`src/rtl/add_sub_rr_scheduler.sv`:
```
// add_sub_rr_scheduler: round-robin sharing of one 32b add/sub unit with a registered tagged result port
module add_sub_rr_scheduler #(
  parameter int SIZE    = 32,
  parameter int NUM_REQ = 4,
  parameter int ID_W    = 2,
  parameter int CNT_W   = 16
) (
  input  logic                    CGRA_Clock,
  input  logic                    CGRA_Reset,
  input  logic [NUM_REQ-1:0]      req_valid,
  output logic [NUM_REQ-1:0]      req_ready,
  input  logic [NUM_REQ*SIZE-1:0] req_a,
  input  logic [NUM_REQ*SIZE-1:0] req_b,
  input  logic [NUM_REQ-1:0]      req_op,
  output logic                    res_valid,
  input  logic                    res_ready,
  output logic [SIZE-1:0]         res_data,
  output logic [ID_W-1:0]         res_id,
  output logic [CNT_W-1:0]        issue_count
);
  typedef enum logic {EMPTY, FULL} state_t;
  state_t state, state_nxt;
  logic [ID_W-1:0] rr_ptr, gnt_id, cand;
  logic [SIZE-1:0] a_sel, b_sel, sum;
  logic            op_sel, found, slot_free, grant;
  assign res_valid = state == FULL;
  assign slot_free = state == EMPTY || res_ready;
  // first valid requester at or after rr_ptr, wrapping; no grant while reset is asserted
  always_comb begin
    found  = 1'b0;
    gnt_id = '0;
    cand   = '0;
    for (int i = 0; i < NUM_REQ; i++) begin
      cand = ID_W'((int'(rr_ptr) + i) % NUM_REQ);
      if (!found && req_valid[cand]) begin
        found  = 1'b1;
        gnt_id = cand;
      end
    end
    grant = found && slot_free && CGRA_Reset;
  end
  // one-hot accept on the winner
  always_comb begin
    req_ready = '0;
    if (grant) req_ready[gnt_id] = 1'b1;
  end
  // steer the winner's operands into the shared add/sub unit
  always_comb begin
    a_sel  = '0;
    b_sel  = '0;
    op_sel = 1'b0;
    for (int k = 0; k < NUM_REQ; k++)
      if (gnt_id == ID_W'(k)) begin
        a_sel  = req_a[k*SIZE +: SIZE];
        b_sel  = req_b[k*SIZE +: SIZE];
        op_sel = req_op[k];
      end
    sum = op_sel ? a_sel - b_sel : a_sel + b_sel;
  end
  // slot fills on any grant, empties on a drain without refill
  always_comb state_nxt = grant ? FULL : (state == FULL && res_ready) ? EMPTY : state;
  // result register, pointer and saturating issue counter update on a grant
  always_ff @(posedge CGRA_Clock) begin
    if (!CGRA_Reset) begin
      state       <= EMPTY;
      rr_ptr      <= '0;
      issue_count <= '0;
      res_data    <= '0;
      res_id      <= '0;
    end else begin
      state <= state_nxt;
      if (grant) begin
        rr_ptr   <= (gnt_id == ID_W'(NUM_REQ - 1)) ? '0 : gnt_id + 1'b1;
        res_data <= sum;
        res_id   <= gnt_id;
        if (issue_count != '1) issue_count <= issue_count + 1'b1;
      end
    end
  end
endmodule

```
`config.mk`:
```
export PLATFORM = sky130hd
export DESIGN_NAME = add_sub_rr_scheduler
export DESIGN_NICKNAME = d
export VERILOG_FILES = /design/src/rtl/add_sub_rr_scheduler.sv
export SDC_FILE = /design/constraint.sdc
export NUM_CORES = 1
export LEC_CHECK = 0
export BUFFER_PORTS_ARGS = -buffer_cell sky130_fd_sc_hd__buf_2
export CELL_PAD_IN_SITES_DETAIL_PLACEMENT = 0
export CELL_PAD_IN_SITES_GLOBAL_PLACEMENT = 1
export CORE_MARGIN = 3
export CORE_UTILIZATION = 31
export CTS_CLUSTER_DIAMETER = 60
export DETAILED_ROUTE_END_ITERATION = 10
export PLACE_DENSITY = 0.93
export SYNTH_ARGS = -nofsm -noshare
export SYNTH_HDL_FRONTEND = slang
export SYNTH_SLANG_ARGS = --single-unit
```
`constraint.sdc`:
```
create_clock -name CGRA_Clock -period 7.65 [get_ports CGRA_Clock]
set_input_delay 0.765 -clock CGRA_Clock [delete_from_list [all_inputs] [get_ports CGRA_Clock]]
set_output_delay 0.765 -clock CGRA_Clock [all_outputs]
set_load 0.01 [all_outputs]
```
==> impl_metrics.tcl, run 1 <==
set metrics [dict create \
    synth_top_cell_area_share 0.177 \
    reg2reg_to "res_data[30]" \
    first_global_vias 6954 \
    detailed_place_hpwl_um 20600 \
    part_of_the_cycle_the_worst_path_needs 0.906 \
    cts_max_path_buffers 2 \
    timing.hold.worst_path_depth 2 \
    grt_antenna_before_repair 2 \
    fmax_mhz 144 \
    first_pass_iters 5 \
    netlist.top_cell.by_area "sky130_fd_sc_hd__dfxtp_1" \
    maxCapViolations 0 \
    grt_max_degree 79 \
    postRouteAntennaNets 0 \
    post_cts_hold_buffer_count 0 \
    finalMaxSlewViolations 0 \
    cts.clk_slew.worst_paths_ns 0.06 \
    placement.setup.worst_slack_ns 0.448 \
    num-nets-final 1446 \
    wl_per_cell_um 17.6 \
    report.final.hold_viol_count 0 \
    asyncSetResetFlopFracSynth 0 \
    relative_max_transition_margin 0.403 \
    fp.coreArea_um2 18800 \
    synth_xor_xnor_area_share 0.102 \
    row_count 50 \
    groute.usage.overall 0.220 \
    outcome "finished clean" \
    timing.hold.worst.class "flop to flop" \
    cts_setup_buffers 0 \
    number_of_flops_mapped_to_enable_cells_by_yosys 0 \
    regToRegSetupSlack_ns 0.97 \
    timing.critical_path.from_type "input port" \
    tritoncts "done" \
    final_layout_size_suffix_gt1_frac 0.305 \
    clock_skew_ns 0.00582 \
    clk-insertion-delay-late_ns 0.29 \
    cts_root_buf "sky130_fd_sc_hd__clkbuf_16" \
    fp.dieArea_um2 21000 \
    detailroute.via_count 7388 \
    main_combinational_cell_family_by_area_after_synthesis "compound AO/OA/AOI/OAI gates" \
    endpoint_kind "flop" \
    syn-instance-count 863 \
    routability_congestion_estimate_from_global_placement 0.918 \
    grt_first_pass_wirelength_um 37700 \
    classification_of_the_worst_setup_path "input port to flop" \
    start_util 0.318 \
    hold_path_end "res_data[31]" \
    postSynth.topFlopCell "sky130_fd_sc_hd__dfxtp_1" \
    setup_ws_ns 0.716 \
    max-vdd-ir-drop_mv 0.153 \
    regToRegStartpoint "rr_ptr[0]" \
    post_cts.resized_instances 0 \
    clock_sinks 53 \
    top_level_ports 322 \
    grt_setup_unrepaired "false" \
    synth_compound_gate_area_share 0.364 \
    die_h_um 145 \
    worstMarginPinSlew_ns 0.896 \
    yosys-mux-area-fraction 0.00167 \
    yosys.area_share.simple 0.218 \
    synth.yosys.seq_area_share 0.177 \
    synth_area_per_cell_um2 6.93 \
    final_core_util 0.422 \
    synth-warning-count 0 \
    min_from "res_data[31]" \
    yosys-top-cells-area "sky130_fd_sc_hd__dfxtp_1, sky130_fd_sc_hd__ha_1, sky130_fd_sc_hd__o21ai_0, sky130_fd_sc_hd__a21oi_1, sky130_fd_sc_hd__xor2_1" \
    port-buffer-count 321 \
    die_width_um 145 \
    timing.final.setup_violations 0 \
    post_synth_num_cell_types 59 \
    htreeDepth 2 \
    post_synth_design_cell_area_um2 5980 \
    via_per_inst 5.27 \
    gr-total-overflow 0 \
    cts_buffers 5 \
    path_max_fanout 20 \
    r2r_cells 21 \
    period_needed_ns 6.93 \
    synth_seq_cells 53 \
    mappedNetlistNets 1168 \
    synth_to_layout_area_growth_pct 32.7 \
    n_fill_cell 2033 \
    wirelength_um 24600 \
    remaining_drc_errors 0 \
    finalSetupTns_ns 0 \
    required_time_at_the_worst_slack_endpoint_ns 7.81 \
    leakage_nw 3.71 \
    pwr_density_cell_nw_per_um2 423 \
    crit_path_arrival_time_ns 7.09 \
    drt_first_iter_violations 364 \
    synthAdderAreaFrac 0.0807 \
]
state kept, by name, summed over array words and instances, names as in the netlist:
register and flops:
res_data 32, issue_count 16, res_id 2, rr_ptr 2, res_valid 1
routing by layer:
layer,vias to the layer above,share of wire,GRT usage
met5,-,0,0
met2,261,0.46,0.358
met1,3359,0.45,0.310
met3,22,0.069,0.0334
met4,0,0.014,0.0499
li1,3746,-,-
cell usage after synthesis (all sizes together) (9+ instances only):
master / count
nor3: 15
xor2: 39
o221ai: 9
ha: 37
o22ai: 9
nand3: 53
and2: 14
a21oi: 85
xnor2: 31
nor2: 78
a211oi: 10
inv: 22
clkbuf: 43
buf: 17
o21ai: 93
a221oi: 13
nand2: 76
nor2b: 11
a22oi: 40
a221o: 19
dfxtp: 53
a21o: 11
worst max-delay path, stage by stage:
cell and delay, ns:
sky130_fd_sc_hd__buf_2 0.10, sky130_fd_sc_hd__inv_1 0.05, sky130_fd_sc_hd__nor2_1 0.12, sky130_fd_sc_hd__a21oi_1 0.06
sky130_fd_sc_hd__o221ai_1 0.68, sky130_fd_sc_hd__inv_1 0.18, sky130_fd_sc_hd__ha_2 0.34, sky130_fd_sc_hd__nand2b_1 0.53
sky130_fd_sc_hd__o22a_1 0.35, sky130_fd_sc_hd__a222oi_1 0.43, sky130_fd_sc_hd__nand4_1 0.24, sky130_fd_sc_hd__or4_1 0.70
sky130_fd_sc_hd__o21ai_0 0.24, sky130_fd_sc_hd__xnor2_1 0.09, sky130_fd_sc_hd__ha_1 0.40, sky130_fd_sc_hd__a2111o_1 0.47
sky130_fd_sc_hd__nor2_1 0.12, sky130_fd_sc_hd__nand2_1 0.06, sky130_fd_sc_hd__o21ai_0 0.44, sky130_fd_sc_hd__o31ai_1 0.23
sky130_fd_sc_hd__o31ai_1 0.27, sky130_fd_sc_hd__xor2_1 0.15, sky130_fd_sc_hd__o21ai_0 0.08
cell usage in the layout, fill, tap and decap left out, drive strengths merged, types with 3 or more instances in the layout:
cell type,instances
buf,331
o21ai,93
a21oi,85
nor2,78
nand2,76
dfxtp,53
nand3,53
a22oi,40
xor2,39
ha,37
xnor2,31
inv,22
a221o,19
nor3,15
and2,14
a221oi,13
a21o,11
nor2b,11
a211oi,10
o22ai,9
o221ai,9
and3,8
o21a,8
nand2b,7
o22a,7
o31ai,6
a31oi,5
o21bai,5
clkbuf,5
nand4,4
or2,4
nor3b,3
metrics by stage:
step | hold slack [ns] | instances | power, W | instance area [um2]
global route | 0.496 | 1403 | 0.00368 | 7940
detailed placement | 0.452 | 1394 | 0.00309 | 7770
CTS | 0.461 | 1401 | 0.00335 | 7930
floorplan | 0.473 | 863 | 0.00238 | 5980
global placement | 0.448 | 1394 | 0.00306 | 7770
finish | 0.460 | 1403 | 0.00336 | 7940
how the worst max path moves through the flow:
stage | from | endpoint | slack, ns | depth (start not counted)
floorplan | req_valid[0] | res_data[30] | 1.35 | 29
global placement | req_valid[0] | res_data[30] | 0.59 | 23
detailed placement | req_valid[0] | res_data[30] | 0.45 | 23
CTS | req_valid[0] | res_data[30] | 0.75 | 23
global route | req_valid[0] | res_data[30] | 0.15 | 23
finish | req_valid[0] | res_data[30] | 0.72 | 23
report_power, final:
| part | switching [W] | internal [W] |
|---|---|---|
| registers | 0.0000374 | 0.000359 |
| logic | 0.00160 | 0.00111 |
| clock network | 0.0000964 | 0.000152 |
logic make-up (layout without fill, tap and decap cells):
family / count (synthesis) / after routing
simple gates: 281 / 281
compound gates: 337 / 337
mux: 1 / 1
xor+xnor: 70 / 70
other cells: 0 / 2
flops: 53 / 53
fa+ha+maj: 38 / 38
buf+inv: 83 / 361
layout make-up:
| type | instances | area, um2 | area share |
|---|---|---|---|
| Tap cell | 260 | 325 | 0.0410 |
| Clock inverter | 2 | 35.0 | 0.00441 |
| Timing Repair Buffer | 331 | 1680 | 0.212 |
| Multi-Input combinational cell | 727 | 4620 | 0.582 |
| Sequential cell | 53 | 1060 | 0.134 |
| Inverter | 23 | 86.3 | 0.0109 |
| Clock buffer | 5 | 125 | 0.0158 |
| Antenna cell | 2 | 5.00 | 0.000631 |
Power figures use the tool's default switching activity.
==> inputs of run 2 (changes only) <==
--- a/config.mk
+++ b/config.mk
@@ -6,10 +6,10 @@
 export NUM_CORES = 1
 export LEC_CHECK = 0
 export BUFFER_PORTS_ARGS = -buffer_cell sky130_fd_sc_hd__buf_2
-export CELL_PAD_IN_SITES_DETAIL_PLACEMENT = 0
-export CELL_PAD_IN_SITES_GLOBAL_PLACEMENT = 1
+export CELL_PAD_IN_SITES_DETAIL_PLACEMENT = 1
+export CELL_PAD_IN_SITES_GLOBAL_PLACEMENT = 2
 export CORE_MARGIN = 3
-export CORE_UTILIZATION = 31
+export CORE_UTILIZATION = 23
 export CTS_CLUSTER_DIAMETER = 60
 export DETAILED_ROUTE_END_ITERATION = 10
 export PLACE_DENSITY = 0.93
==> impl_metrics.tcl, run 2 (synthesis gave the netlist of run 1 again) <==
set metrics [dict create \
    finalSetupTns_ns 0 \
    pwr_density_cell_nw_per_um2 426 \
    remaining_drc_errors 0 \
    max-vdd-ir-drop_mv 0.131 \
    leakage_nw 3.72 \
    largest_register_ffs 32 \
    groute.usage.overall 0.187 \
    fp.coreArea_um2 25400 \
    clock_skew_ns 0.00747 \
    grt_antenna_before_repair 3 \
    relative_max_transition_margin 0.454 \
    grt_setup_unrepaired "false" \
    clk-insertion-delay-late_ns 0.29 \
    routability_congestion_estimate_from_global_placement 0.875 \
    placement.setup.worst_slack_ns 0.944 \
    timing.critical_path.from_type "input port" \
    top_level_ports 322 \
    numPlacedInstances 1469 \
    post_cts_hold_buffer_count 0 \
    postRouteAntennaNets 0 \
    largestRegisters "res_data: 32 flops, issue_count: 16 flops" \
    fp.dieArea_um2 28000 \
    drt_first_iter_violations 400 \
    maxCapViolations 0 \
    wl_per_cell_um 19.0 \
    wirelength_um 28000 \
    num-nets-final 1451 \
    whs_ns 0.465 \
    layout_common_cells "sky130_fd_sc_hd__buf_2, sky130_fd_sc_hd__o21ai_0, sky130_fd_sc_hd__a21oi_1" \
    reg2reg_to "res_data[30]" \
    crit_path_arrival_time_ns 6.61 \
    die_width_um 167 \
    row_count 58 \
    grt_max_degree 79 \
    report.final.hold_viol_count 0 \
    regToRegSetupSlack_ns 1.42 \
    cts.clk_slew.worst_paths_ns 0.06 \
    timing.hold.worst.class "flop to flop" \
    tritoncts "done" \
    stdcell_count 1476 \
    finalMaxSlewViolations 0 \
    port-buffer-count 321 \
    cp-startpoint "req_valid[0]" \
    gr-total-overflow 0 \
    timing.hold.worst_path_depth 2 \
    clock_sinks 53 \
    r2r_cells 22 \
    hold_path_end "res_data[2]" \
    synth_to_layout_area_growth_pct 34.4 \
    first_global_vias 7600 \
    cts_buffers 5 \
    htreeDepth 2 \
    post_cts.resized_instances 0 \
    detailroute.via_count 7553 \
    endpoint_kind "flop" \
    cts_setup_buffers 0 \
    die_h_um 167 \
    part_of_the_cycle_the_worst_path_needs 0.844 \
    fmax_mhz 155 \
    via_per_inst 5.12 \
    cts_root_buf "sky130_fd_sc_hd__clkbuf_16" \
    cts_max_path_buffers 2 \
    detailed_place_hpwl_um 23900 \
    setup_ws_ns 1.19 \
    regToRegStartpoint "rr_ptr[0]" \
    path_max_fanout 33 \
    top_register "res_data" \
    first_pass_iters 4 \
    outcome "finished clean" \
    required_time_at_the_worst_slack_endpoint_ns 7.81 \
    min_from "res_data[2]" \
    start_util 0.236 \
    worstMarginPinSlew_ns 0.817 \
    final_layout_size_suffix_gt1_frac 0.307 \
    classification_of_the_worst_setup_path "input port to flop" \
    period_needed_ns 6.46 \
    most_common_cell_after_layout_fill_and_taps_aside "sky130_fd_sc_hd__buf_2" \
    grt_first_pass_wirelength_um 42400 \
    timing.final.setup_violations 0 \
]
==> run 2: changes by cell type in the layout (fill, tap and decap cells not counted), sizes merged <==
| cell | delta |
|---|---|
| bufinv | -1 |
| buf | +5 |
| diode | -1 |
==> run 2: worst max-delay path by stage <==
stage	to	slack [ns]	depth (start not counted)
after global routing	res_data[30]	0.84	24
after floorplan	res_data[30]	1.35	29
after detailed placement	res_data[30]	0.94	24
final	res_data[30]	1.19	24
after global placement	res_data[30]	1.13	24
after CTS	res_data[30]	1.24	24
==> run 2: power by group <==
group	internal (W)	leakage [nW]	switching, W
Clock	0.000117	0.0655	0.0000944
Combinational	0.00113	3.22	0.00169
Sequential	0.000359	0.437	0.0000380
Total	0.00160	3.72	0.00182
==> run 2: critical path, stage by stage <==
cell                       delay [ns]
sky130_fd_sc_hd__buf_2           0.11
sky130_fd_sc_hd__inv_1           0.07
sky130_fd_sc_hd__nor2_1          0.05
sky130_fd_sc_hd__a21oi_1         0.12
sky130_fd_sc_hd__o221ai_1        0.13
sky130_fd_sc_hd__buf_4           0.19
sky130_fd_sc_hd__inv_1           0.12
sky130_fd_sc_hd__ha_2            0.46
sky130_fd_sc_hd__nor2b_4         0.25
sky130_fd_sc_hd__a221o_1         0.37
sky130_fd_sc_hd__a222oi_1        0.42
sky130_fd_sc_hd__nand4_1         0.24
sky130_fd_sc_hd__or4_1           0.70
sky130_fd_sc_hd__o21ai_0         0.26
sky130_fd_sc_hd__xnor2_1         0.16
sky130_fd_sc_hd__ha_1            0.35
sky130_fd_sc_hd__a2111o_1        0.47
sky130_fd_sc_hd__nor2_1          0.10
sky130_fd_sc_hd__nand2_1         0.05
sky130_fd_sc_hd__o21ai_0         0.43
sky130_fd_sc_hd__o31ai_1         0.22
sky130_fd_sc_hd__o31ai_1         0.29
sky130_fd_sc_hd__xor2_1          0.17
sky130_fd_sc_hd__o21ai_0         0.08
==> run 2: metrics by stage <==
| stage | cell area (um2) | total power, W | util |
|---|---|---|---|
| after global placement | 7910 | 0.00313 | 0.311 |
| after floorplan | 5980 | 0.00238 | - |
| after CTS | 8040 | 0.00343 | 0.316 |
| after detailed placement | 7910 | 0.00321 | 0.311 |
| after global routing | 8040 | 0.00377 | 0.317 |
| final | 8040 | 0.00342 | 0.317 |
==> run 2: cell type report <==
type	count	area, um2
inverter	23	86.3
timing repair buffer	336	1720
antenna	1	2.50
fill	3306	17400
tap	330	413
multi-input combinational	727	4630
clock buffer	5	125
sequential	53	1060
clock inverter	1	5.00
==> run 2: layer usage <==
metal	track usage	wire length (um)
met4	0.0320	361
met2	0.313	13000
met3	0.0286	1650
met1	0.259	13000
met5	0	13
==> inputs of run 3 (changes only) <==
==> constraint.sdc (replaced) <==
create_clock -name CGRA_Clock -period 6.11 [get_ports CGRA_Clock]
set_input_delay 0.611 -clock CGRA_Clock [delete_from_list [all_inputs] [get_ports CGRA_Clock]]
set_output_delay 0.611 -clock CGRA_Clock [all_outputs]
set_load 0.01 [all_outputs]
==> impl_metrics.tcl, run 3 (synthesis gave the netlist of run 1 again) <==
set metrics [dict create \
    final_layout_size_suffix_gt1_frac 0.331 \
    largest_register_ffs 32 \
    clock_sinks 53 \
    crit_buf_inv 5 \
    timing.critical_path.from_type "input port" \
    timing.critical_path.max_delay_family "compound AO/OA/AOI/OAI gates" \
    postRouteAntennaNets 0 \
    max-vdd-ir-drop_mv 0.166 \
    stdcell_count 1512 \
    placement.setup.worst_slack_ns -0.0236 \
    start_util 0.236 \
    maxCapViolations 0 \
    fp.coreArea_um2 25400 \
    top_register "res_data" \
    groute.usage.overall 0.191 \
    row_count 58 \
    clock_skew_ns 0.00715 \
    wirelength_um 28500 \
    pwr_density_cell_nw_per_um2 549 \
    wl_met2_um 13500 \
    outcome "finished clean" \
    grt_antenna_before_repair 3 \
    grt_setup_unrepaired "false" \
    period_needed_ns 5.73 \
    critPathSlowestCell "sky130_fd_sc_hd__a222oi_1" \
    cts.clk_slew.worst_paths_ns 0.07 \
    post_cts_hold_buffer_count 0 \
    synth_to_layout_area_growth_pct 39.7 \
    classification_of_the_worst_setup_path "input port to flop" \
    timing.final.setup_violations 0 \
    remaining_drc_errors 0 \
    cts_buffers 5 \
    crit_path_arrival_time_ns 5.89 \
    tritoncts "done" \
    cts_root_buf "sky130_fd_sc_hd__clkbuf_16" \
    relative_max_transition_margin 0.489 \
    clk-insertion-delay-late_ns 0.29 \
    routability_congestion_estimate_from_global_placement 0.931 \
    htreeDepth 2 \
    fmax_mhz 175 \
    most_common_cell_after_layout_fill_and_taps_aside "sky130_fd_sc_hd__buf_2" \
    largestRegisters "res_data: 32 flops, issue_count: 16 flops" \
    cts_setup_buffers 0 \
    dr_wl_met3_um 1380 \
    report.final.hold_viol_count 0 \
    n_fill_cell 3314 \
    first_global_vias 7816 \
    leakage_nw 3.91 \
    port-buffer-count 321 \
    worstMarginPinSlew_ns 0.766 \
    required_time_at_the_worst_slack_endpoint_ns 6.27 \
    die_width_um 167 \
    numPlacedInstances 1503 \
    critical-path-max-stage-delay_ns 0.46 \
    layout_common_cells "sky130_fd_sc_hd__buf_2, sky130_fd_sc_hd__o21ai_0, sky130_fd_sc_hd__a21oi_1" \
    part_of_the_cycle_the_worst_path_needs 0.938 \
    drt-met1-wl_um 13200 \
    post_cts.resized_instances 0 \
    wl_per_cell_um 18.9 \
    drt_first_iter_violations 381 \
    num-nets-final 1485 \
    first_pass_iters 5 \
    via_per_inst 5.08 \
    grt_max_degree 51 \
    detailed_place_hpwl_um 24600 \
    top_level_ports 322 \
    finalMaxSlewViolations 0 \
    detailroute.via_count 7675 \
    fp.dieArea_um2 28000 \
    setup_ws_ns 0.380 \
    endpoint_kind "flop" \
    timing.hold.worst.class "flop to flop" \
    gr-total-overflow 0 \
    cts_max_path_buffers 2 \
    top_layer "met5" \
    die_h_um 167 \
    path_max_fanout 9 \
    grt_first_pass_wirelength_um 43100 \
]
run 3: worst reg2reg max path: cells and delay by family (launching register included):
family	cells	cell delay (ns)
AOI/OAI and AO/OA	10	2.29
xor gates and xnor gates	2	0.33
adders and majority gates	2	0.55
buffers and inverters	3	0.53
DFF	1	0.43
and+or+nand+nor	9	1.49
run 3: final cells by class:
cell class | count | area, um2 | share of cell area
inverter | 23 | 86.3 | 0.0103
clock buffer | 6 | 129 | 0.0154
antenna | 1 | 2.50 | 0.000299
timing repair buffer | 370 | 1970 | 0.236
tap | 330 | 413 | 0.0494
sequential | 53 | 1060 | 0.127
multi-input combinational | 727 | 4650 | 0.557
clock inverter | 2 | 38.8 | 0.00464
run 3: where the power goes:
part	internal (W)	switching (W)	total (W)
Sequential	0.000450	0.0000524	0.000502
Combinational	0.00157	0.00219	0.00376
Clock	0.000194	0.000130	0.000325
run 3: path summary, 6_finish.rpt:
kind | from | end | slack [ns] | cells after the start
worst min register to register | res_data[31] | res_data[31] | 0.45 | 2
worst max register to register | rr_ptr[1] | res_data[30] | 0.38 | 26
worst min-delay path | res_data[31] | res_data[31] | 0.45 | 2
worst max-delay path | req_valid[0] | res_data[30] | 0.38 | 27
run 3: layer usage:
metal	track usage	vias up
met3	0.0250	26
met4	0.0395	2
met2	0.325	238
met1	0.260	3586
met5	0	-
li1	-	3823
run 3: metrics by stage:
| step | utilization | total power (W) | hold WS (ns) | instance area (um2) | setup TNS, ns |
|---|---|---|---|---|---|
| global placement | 0.322 | 0.00415 | 0.446 | 8170 | 0 |
| CTS | 0.328 | 0.00459 | 0.458 | 8340 | 0 |
| floorplan | - | 0.00299 | 0.473 | 5990 | 0 |
| detailed placement | 0.322 | 0.00425 | 0.447 | 8170 | -0.0236 |
| finish | 0.329 | 0.00459 | 0.453 | 8360 | 0 |
| global route | 0.329 | 0.00503 | 0.469 | 8360 | 0 |
